**src/rtl/cpu_pkg.sv**
```systemverilog
// Shared CPU definitions: word/address sizes, fetch-state encoding and the
// instruction-word field positions used downstream by the decoder.
package cpu_pkg;

  localparam int INSTR_WIDTH = 16;
  localparam int ADDR_WIDTH  = 4;
  localparam int DEPTH       = 16;

  // Instruction word fields: opcode nibble and increment/target byte.
  localparam int OPCODE_MSB = 15;
  localparam int OPCODE_LSB = 12;
  localparam int IMM_MSB    = 7;
  localparam int IMM_LSB    = 0;

  typedef enum logic [1:0] {
    LOAD = 2'd0,
    FILL = 2'd1,
    RUN  = 2'd2
  } fetch_state_e;

  // Opcode field of an instruction word.
  function automatic logic [OPCODE_MSB-OPCODE_LSB:0] get_opcode(input logic [INSTR_WIDTH-1:0] word);
    return word[OPCODE_MSB:OPCODE_LSB];
  endfunction

  // Increment/target byte of an instruction word.
  function automatic logic [IMM_MSB-IMM_LSB:0] get_imm(input logic [INSTR_WIDTH-1:0] word);
    return word[IMM_MSB:IMM_LSB];
  endfunction

endpackage

```
**src/rtl/program_store.sv**
```systemverilog
// Program store: DEPTH x INSTR_WIDTH register array with one write port and
// one registered read port. The read register only updates when rd_en is
// high, so it also serves as the instruction register of the fetch stage.
// Ports:
//   clk, rst          clock, async active-high reset (read register only)
//   wr_en/wr_addr/wr_data  write port
//   rd_en/rd_addr     registered read request
//   rd_data           read register contents
module program_store #(
  parameter int INSTR_WIDTH = 16,
  parameter int ADDR_WIDTH  = 4,
  parameter int DEPTH       = 16
) (
  input  logic                   clk,
  input  logic                   rst,
  input  logic                   wr_en,
  input  logic [ADDR_WIDTH-1:0]  wr_addr,
  input  logic [INSTR_WIDTH-1:0] wr_data,
  input  logic                   rd_en,
  input  logic [ADDR_WIDTH-1:0]  rd_addr,
  output logic [INSTR_WIDTH-1:0] rd_data
);

  logic [INSTR_WIDTH-1:0] mem_r [DEPTH];
  logic [INSTR_WIDTH-1:0] rd_data_r;

  // Storage array; deliberately not reset so a program survives rst.
  always_ff @(posedge clk) begin
    if (wr_en) begin
      mem_r[wr_addr] <= wr_data;
    end
  end

  // Read register: loads on request, otherwise holds its word.
  always_ff @(posedge clk or posedge rst) begin
    if (rst) begin
      rd_data_r <= {INSTR_WIDTH{1'b0}};
    end else if (rd_en) begin
      rd_data_r <= mem_r[rd_addr];
    end else begin
      rd_data_r <= rd_data_r;
    end
  end

  assign rd_data = rd_data_r;

endmodule

```
**src/rtl/instruction_fetch.sv**
```systemverilog
// Instruction fetch stage. After reset the program store is loaded through
// the prog_* port (LOAD); start moves through a one-cycle FILL into RUN,
// where the word at instruction_addr is captured each cycle the IR can
// accept it and offered to the decoder with a valid/ready handshake.
// flush (jump taken) invalidates the IR word and suppresses that capture.
// Ports:
//   clk, rst                 clock, async active-high reset
//   instruction_addr         fetch address from program_counter
//   prog_we/prog_addr/prog_data  store write port, LOAD only
//   start                    ends LOAD
//   flush                    drop current/next word
//   instr_ready              decoder accepts instr_out
//   instr_out/instr_addr_out IR word and the address it came from
//   instr_valid              IR holds a valid word
//   pc_enable                IR can take a new word (combinational)
//   running                  in RUN state
module instruction_fetch
  import cpu_pkg::*;
#(
  parameter int INSTR_WIDTH = 16,
  parameter int ADDR_WIDTH  = 4,
  parameter int DEPTH       = 16
) (
  input  logic                   clk,
  input  logic                   rst,
  input  logic [ADDR_WIDTH-1:0]  instruction_addr,
  input  logic                   prog_we,
  input  logic [ADDR_WIDTH-1:0]  prog_addr,
  input  logic [INSTR_WIDTH-1:0] prog_data,
  input  logic                   start,
  input  logic                   flush,
  input  logic                   instr_ready,
  output logic [INSTR_WIDTH-1:0] instr_out,
  output logic [ADDR_WIDTH-1:0]  instr_addr_out,
  output logic                   instr_valid,
  output logic                   pc_enable,
  output logic                   running
);

  fetch_state_e          state_r;
  fetch_state_e          state_next_s;
  logic                  capture_s;
  logic                  store_we_s;
  logic                  valid_next_s;
  logic                  pc_enable_s;
  logic                  instr_valid_r;
  logic                  running_r;
  logic [ADDR_WIDTH-1:0] instr_addr_r;

  program_store #(
    .INSTR_WIDTH (INSTR_WIDTH),
    .ADDR_WIDTH  (ADDR_WIDTH),
    .DEPTH       (DEPTH)
  ) u_store (
    .clk     (clk),
    .rst     (rst),
    .wr_en   (store_we_s),
    .wr_addr (prog_addr),
    .wr_data (prog_data),
    .rd_en   (capture_s),
    .rd_addr (instruction_addr),
    .rd_data (instr_out)
  );

  // Next-state, capture and write-enable decode.
  always_comb begin
    state_next_s = state_r;
    capture_s    = 1'b0;
    store_we_s   = 1'b0;
    valid_next_s = instr_valid_r;
    pc_enable_s  = 1'b0;
    case (state_r)
      LOAD: begin
        store_we_s   = prog_we;
        valid_next_s = 1'b0;
        if (start) begin
          state_next_s = FILL;
        end else begin
          state_next_s = LOAD;
        end
      end
      FILL: begin
        capture_s    = 1'b1;
        valid_next_s = 1'b1;
        state_next_s = RUN;
      end
      RUN: begin
        pc_enable_s = !instr_valid_r || instr_ready;
        // Flush wins over both capture and stall; IR data is left as is.
        if (flush) begin
          valid_next_s = 1'b0;
        end else if (pc_enable_s) begin
          capture_s    = 1'b1;
          valid_next_s = 1'b1;
        end else begin
          valid_next_s = instr_valid_r;
        end
      end
      default: begin
        state_next_s = LOAD;
        valid_next_s = 1'b0;
      end
    endcase
  end

  // State, valid flag, running flag and fetch-address register.
  always_ff @(posedge clk or posedge rst) begin
    if (rst) begin
      state_r       <= LOAD;
      instr_valid_r <= 1'b0;
      running_r     <= 1'b0;
      instr_addr_r  <= {ADDR_WIDTH{1'b0}};
    end else begin
      state_r       <= state_next_s;
      instr_valid_r <= valid_next_s;
      running_r     <= (state_next_s == RUN);
      if (capture_s) begin
        instr_addr_r <= instruction_addr;
      end else begin
        instr_addr_r <= instr_addr_r;
      end
    end
  end

  assign instr_addr_out = instr_addr_r;
  assign instr_valid    = instr_valid_r;
  assign pc_enable      = pc_enable_s;
  assign running        = running_r;

endmodule

```
**config.mk**
```make
export PLATFORM = sky130hd
export DESIGN_NAME = instruction_fetch
export DESIGN_NICKNAME = d
export VERILOG_FILES = /design/src/rtl/cpu_pkg.sv /design/src/rtl/program_store.sv /design/src/rtl/instruction_fetch.sv
export SDC_FILE = /design/constraint.sdc
export NUM_CORES = 1
export LEC_CHECK = 0
export ABC_CLOCK_PERIOD_IN_PS = 3360
export BUFFER_PORTS_ARGS = -buffer_cell sky130_fd_sc_hd__buf_2
export CAP_MARGIN = 20
export CORE_MARGIN = 2
export CORE_UTILIZATION = 50
export CTS_CLUSTER_DIAMETER = 40
export DETAILED_ROUTE_END_ITERATION = 16
export HOLD_SLACK_MARGIN = 0.05
export PLACE_DENSITY = 0.71
export SYNTH_ARGS = -nofsm -noshare
export SYNTH_HDL_FRONTEND = slang
export SYNTH_SLANG_ARGS = --single-unit
```
**constraint.sdc**
```tcl
create_clock -name clk -period 3.36 [get_ports clk]
set_clock_uncertainty 0.05 [all_clocks]
set_input_delay 0.672 -clock clk [delete_from_list [all_inputs] [get_ports clk]]
set_output_delay 0.672 -clock clk [all_outputs]
set_load 0.1 [all_outputs]
```
==> metrics list <==
- Relative slew slack: 49.3%
- Initial Util: 51.3%
- Via count of the first global-routing pass: 5431
- The total overflow left after global routing is 0.
- Before antenna repair, the detailed router went through 5 iterations.
* Number of cell instances on the worst register-to-register path: 7
- Power spread over the standard cell area amounts to 754 nW/um2.
* Biggest fanout along the worst timing path: 4
* Final number of setup-violating endpoints: 0
* Portion of the clock cycle consumed by the worst path in the final layout: 74.7%
- The first global-routing pass estimated 32.9 mm of wire.
- Entering global routing, the biggest net connects 29 pins.
- Setup repair after global routing missed its margin: false
* Reg2Reg Launch Point: state_r[0]$_DFF_PP0_
- Required time of the critical path: 2.64 ns
- Among all stages on the critical path, the largest delay is contributed by buf_2.
- Register bit count reported by yosys: 280
- Crit path largest cell delay: 0.42 ns
- Of the total power, registers draw 43.1%.
- Of the cells placed in the final design, the portion with a size suffix greater than 1 is 33.8%.
* Transition time of the tightest slew-check pin: 0.761 ns
* Die width: 151 um
* DRC violations left: 0
* Top-level port count: 53
* Highest clock frequency the design can meet: 398 MHz
- Depth of the CTS H-tree: 2
- In this run, the combinational gates consume 19.9% of the power.
* Number of enable-type register cells in the synthesized netlist: 256
- Count of different cell masters after synthesis: 28
- # rows: 53
* Number of instances resized during post-cts repair: 0
- Signal arrival time at the worst endpoint: 1.79 ns
- Global routing consumed, over all layers together, 20.4% of the routing resources.
- The critical path contains buffers and inverters numbering 2 combined.
- Number of buffers on the longest clock path: 3
- The design draws 9.58 mW.
* Seq/Total Area, Yosys: 76.4%
- Number of nets in the layout: 611
* Kind of critical path: flip-flop to primary output
* Worst hold-check path type: input pin to asynchronous set/reset pin
* Layout filler cell count: 1444
- After synthesis, the largest area contributor takes up 70.9% of total cell area.
- Setup slack on the worst reg-to-reg path comes out at 0.98 ns.
- Run status: complete, no violations
- Maximum Capacitance Violations: 0
* Number of nets with antenna violations after detailed routing: 0
- CP top delay family: buffers and inverters
* Vertical die dimension: 151 um
- The critical path runs through a total of 4 cells.
* Proportion of register bits with asynchronous set or reset after synthesis: 8.57%
- Clock sink count: 280
* Mapped Cells: 484
- Once layout is complete, the utilization of the core stands at 60.1%.
* Post-synthesis to final-layout area growth: 17.1%
- Summing every instance area after synthesis gives 10800 um2.
- The share of total power dissipated in the clock network is 37.0%.
- Averaged over all synthesized cells, the footprint is 22.4 um2.
- Internal power summed over all cells: 6.63 mW
* HPWL after detailed placement: 12.4 mm
- The core region is 21200 um2.
* Number of buffers inserted for hold repair after clock tree synthesis: 0
* Worst setup path end: pc_enable
* Number of design-rule violations left by the first detailed-router iteration: 544
- Cell at the root of the clock tree: clkbuf_16
- Crit path capture type: primary output
* Fin. max-slew vios: 0
* TritonCTS clock tree: done
- Sw Share: 30.8%
- Cell-by-cell trace of the critical path: inv_1 > ha_1 > and2_1 > buf_2
* Routed wire per std cell: 25.0 um
- In this run the static leakage power is 4.35 nW.
- After clock tree synthesis, the clock-pin slew on the worst setup and hold paths is 0.06 ns.
- Adding up every negative setup slack in the final design gives 0 ns.
* Terminus of the critical flop-to-flop path: u_store.mem_r[9][4]$_DFFE_PP_
- Worst setup SP type: flip-flop
- Placer Congestion: 0.712
- Hold violation total from the final report: 0
- Commonest non-fill, non-tap cell in the layout: edfxtp_1
* Number of I/O port buffers: 52
* Top area cells in the synthesized netlist: edfxtp_1 (71%), mux4_1 (7.3%), mux4_2 (7.1%)
* Setup bufs post-CTS: 0
* Drt via density: 5.96
* YS warnings: 0
- At the later pin of the worst-skew pair, clock insertion delay measures 0.50 ns.
* Fin Hold WS: 0.194 ns
- Net switching component of the power: 2.95 mW
* Syn nets: 518
- The number of antenna violations at the first check in global routing was 0.
- Diodes inserted: 0
- Summed over all layers, the routed wires come to 22.0 mm.
- The most critical setup path has its startpoint at state_r[0]$_DFF_PP0_.
* Number of buffers added by the clock tree synthesis step: 35
* Floorplan die area: 22900 um2
- Leading register cell type out of synthesis: edfxtp_1
* Post-synthesis cell type with the largest combined area: edfxtp_1
- Max rail drop VDD: 333 uV
- The library cells used most frequently in the layout, excluding fill and tap cells, are edfxtp_1 (256), buf_2 (52), clkbuf_16 (37).
* Minimum clock period: 2.51 ns
* Total via count in the routed design: 5233
==> final cells by class <==
| cell class | count | area, um2 | share of cell area (%) |
|---|---|---|---|
| sequential | 280 | 8290 | 65.2 |
| tap | 275 | 344 | 2.71 |
| clock buffer | 44 | 952 | 7.49 |
| clock inverter | 19 | 173 | 1.36 |
| multi-input combinational | 176 | 2430 | 19.1 |
| timing repair buffer | 80 | 508 | 4.00 |
| inverter | 4 | 15.0 | 0.118 |
==> synth_stat cells, types with 6 or more instances <==
library cell / number
nand2b_1: 6
buf_6: 8
o22ai_1: 15
mux2_2: 20
clkbuf_1: 8
dfrtp_1: 24
mux4_1: 30
a21oi_1: 16
mux4_2: 34
mux2i_1: 18
edfxtp_1: 256
nor2_1: 14
==> layer usage <==
layer | GRT usage, % | vias to the layer above | part of all wire (%)
li1 | - | 2234 | -
met1 | 27.6 | 2739 | 41
met2 | 33.3 | 213 | 50
met3 | 4.34 | 47 | 6.8
met4 | 6.78 | 0 | 2.4
met5 | 0 | - | 0
==> tightest hold or removal path: stages <==
cell and delay, ns:
buf_2 0.09, inv_1 0.04, buf_4 0.35
==> logic make-up (layout without fill, tap and decap cells) <==
kind of cell | after synthesis | after routing | synth area share, %
mux | 102 | 102 | 18.1
simple gates | 36 | 36 | 1.64
buf+inv | 28 | 147 | 1.67
compound gates | 34 | 34 | 1.76
fa+ha+maj | 4 | 4 | 0.461
flops | 280 | 280 | 76.4
==> power groups by stage <==
stage / Sequential, mW / Combinational (mW) / Clock (mW)
2_1_floorplan: 5.13 / 0.554 / 0
3_3_place_gp: 4.19 / 1.88 / 0
3_5_place_dp: 4.20 / 1.92 / 0
4_1_cts: 4.13 / 1.92 / 3.62
5_1_grt: 4.14 / 1.99 / 3.76
6_report: 4.13 / 1.90 / 3.55
==> registers in the layout (all words and copies together), names as in the netlist <==
signal,cells
u_store.rd_data,16
instr_valid,1
u_store.mem_r,256
state_r,2
instr_addr_out,4
running,1
==> how the worst min path moves through the flow <==
stage / slack, ns / startpoint / endpoint / cells past startpoint
6_report: 0.19 / rst / u_store.rd_data[15]$_DFFE_PP0P_ / 3
5_1_grt: 0.23 / rst / u_store.rd_data[14]$_DFFE_PP0P_ / 3
4_1_cts: 0.19 / rst / u_store.rd_data[14]$_DFFE_PP0P_ / 3
3_5_place_dp: 0.44 / u_store.rd_data[6]$_DFFE_PP0P_ / u_store.rd_data[6]$_DFFE_PP0P_ / 1
3_3_place_gp: 0.44 / u_store.rd_data[13]$_DFFE_PP0P_ / u_store.rd_data[13]$_DFFE_PP0P_ / 1
2_1_floorplan: 0.52 / state_r[1]$_DFF_PP0_ / state_r[0]$_DFF_PP0_ / 2
==> metrics by stage <==
step | area (um2) | cells | setup slack [ns]
floorplan | 10800 | 484 | 0.662
global placement | 11600 | 815 | 0.579
detailed placement | 11600 | 815 | 0.571
CTS | 12700 | 878 | 0.827
global route | 12700 | 878 | 0.737
finish | 12700 | 878 | 0.849
Note: power is estimated with default switching activity, not from simulation.
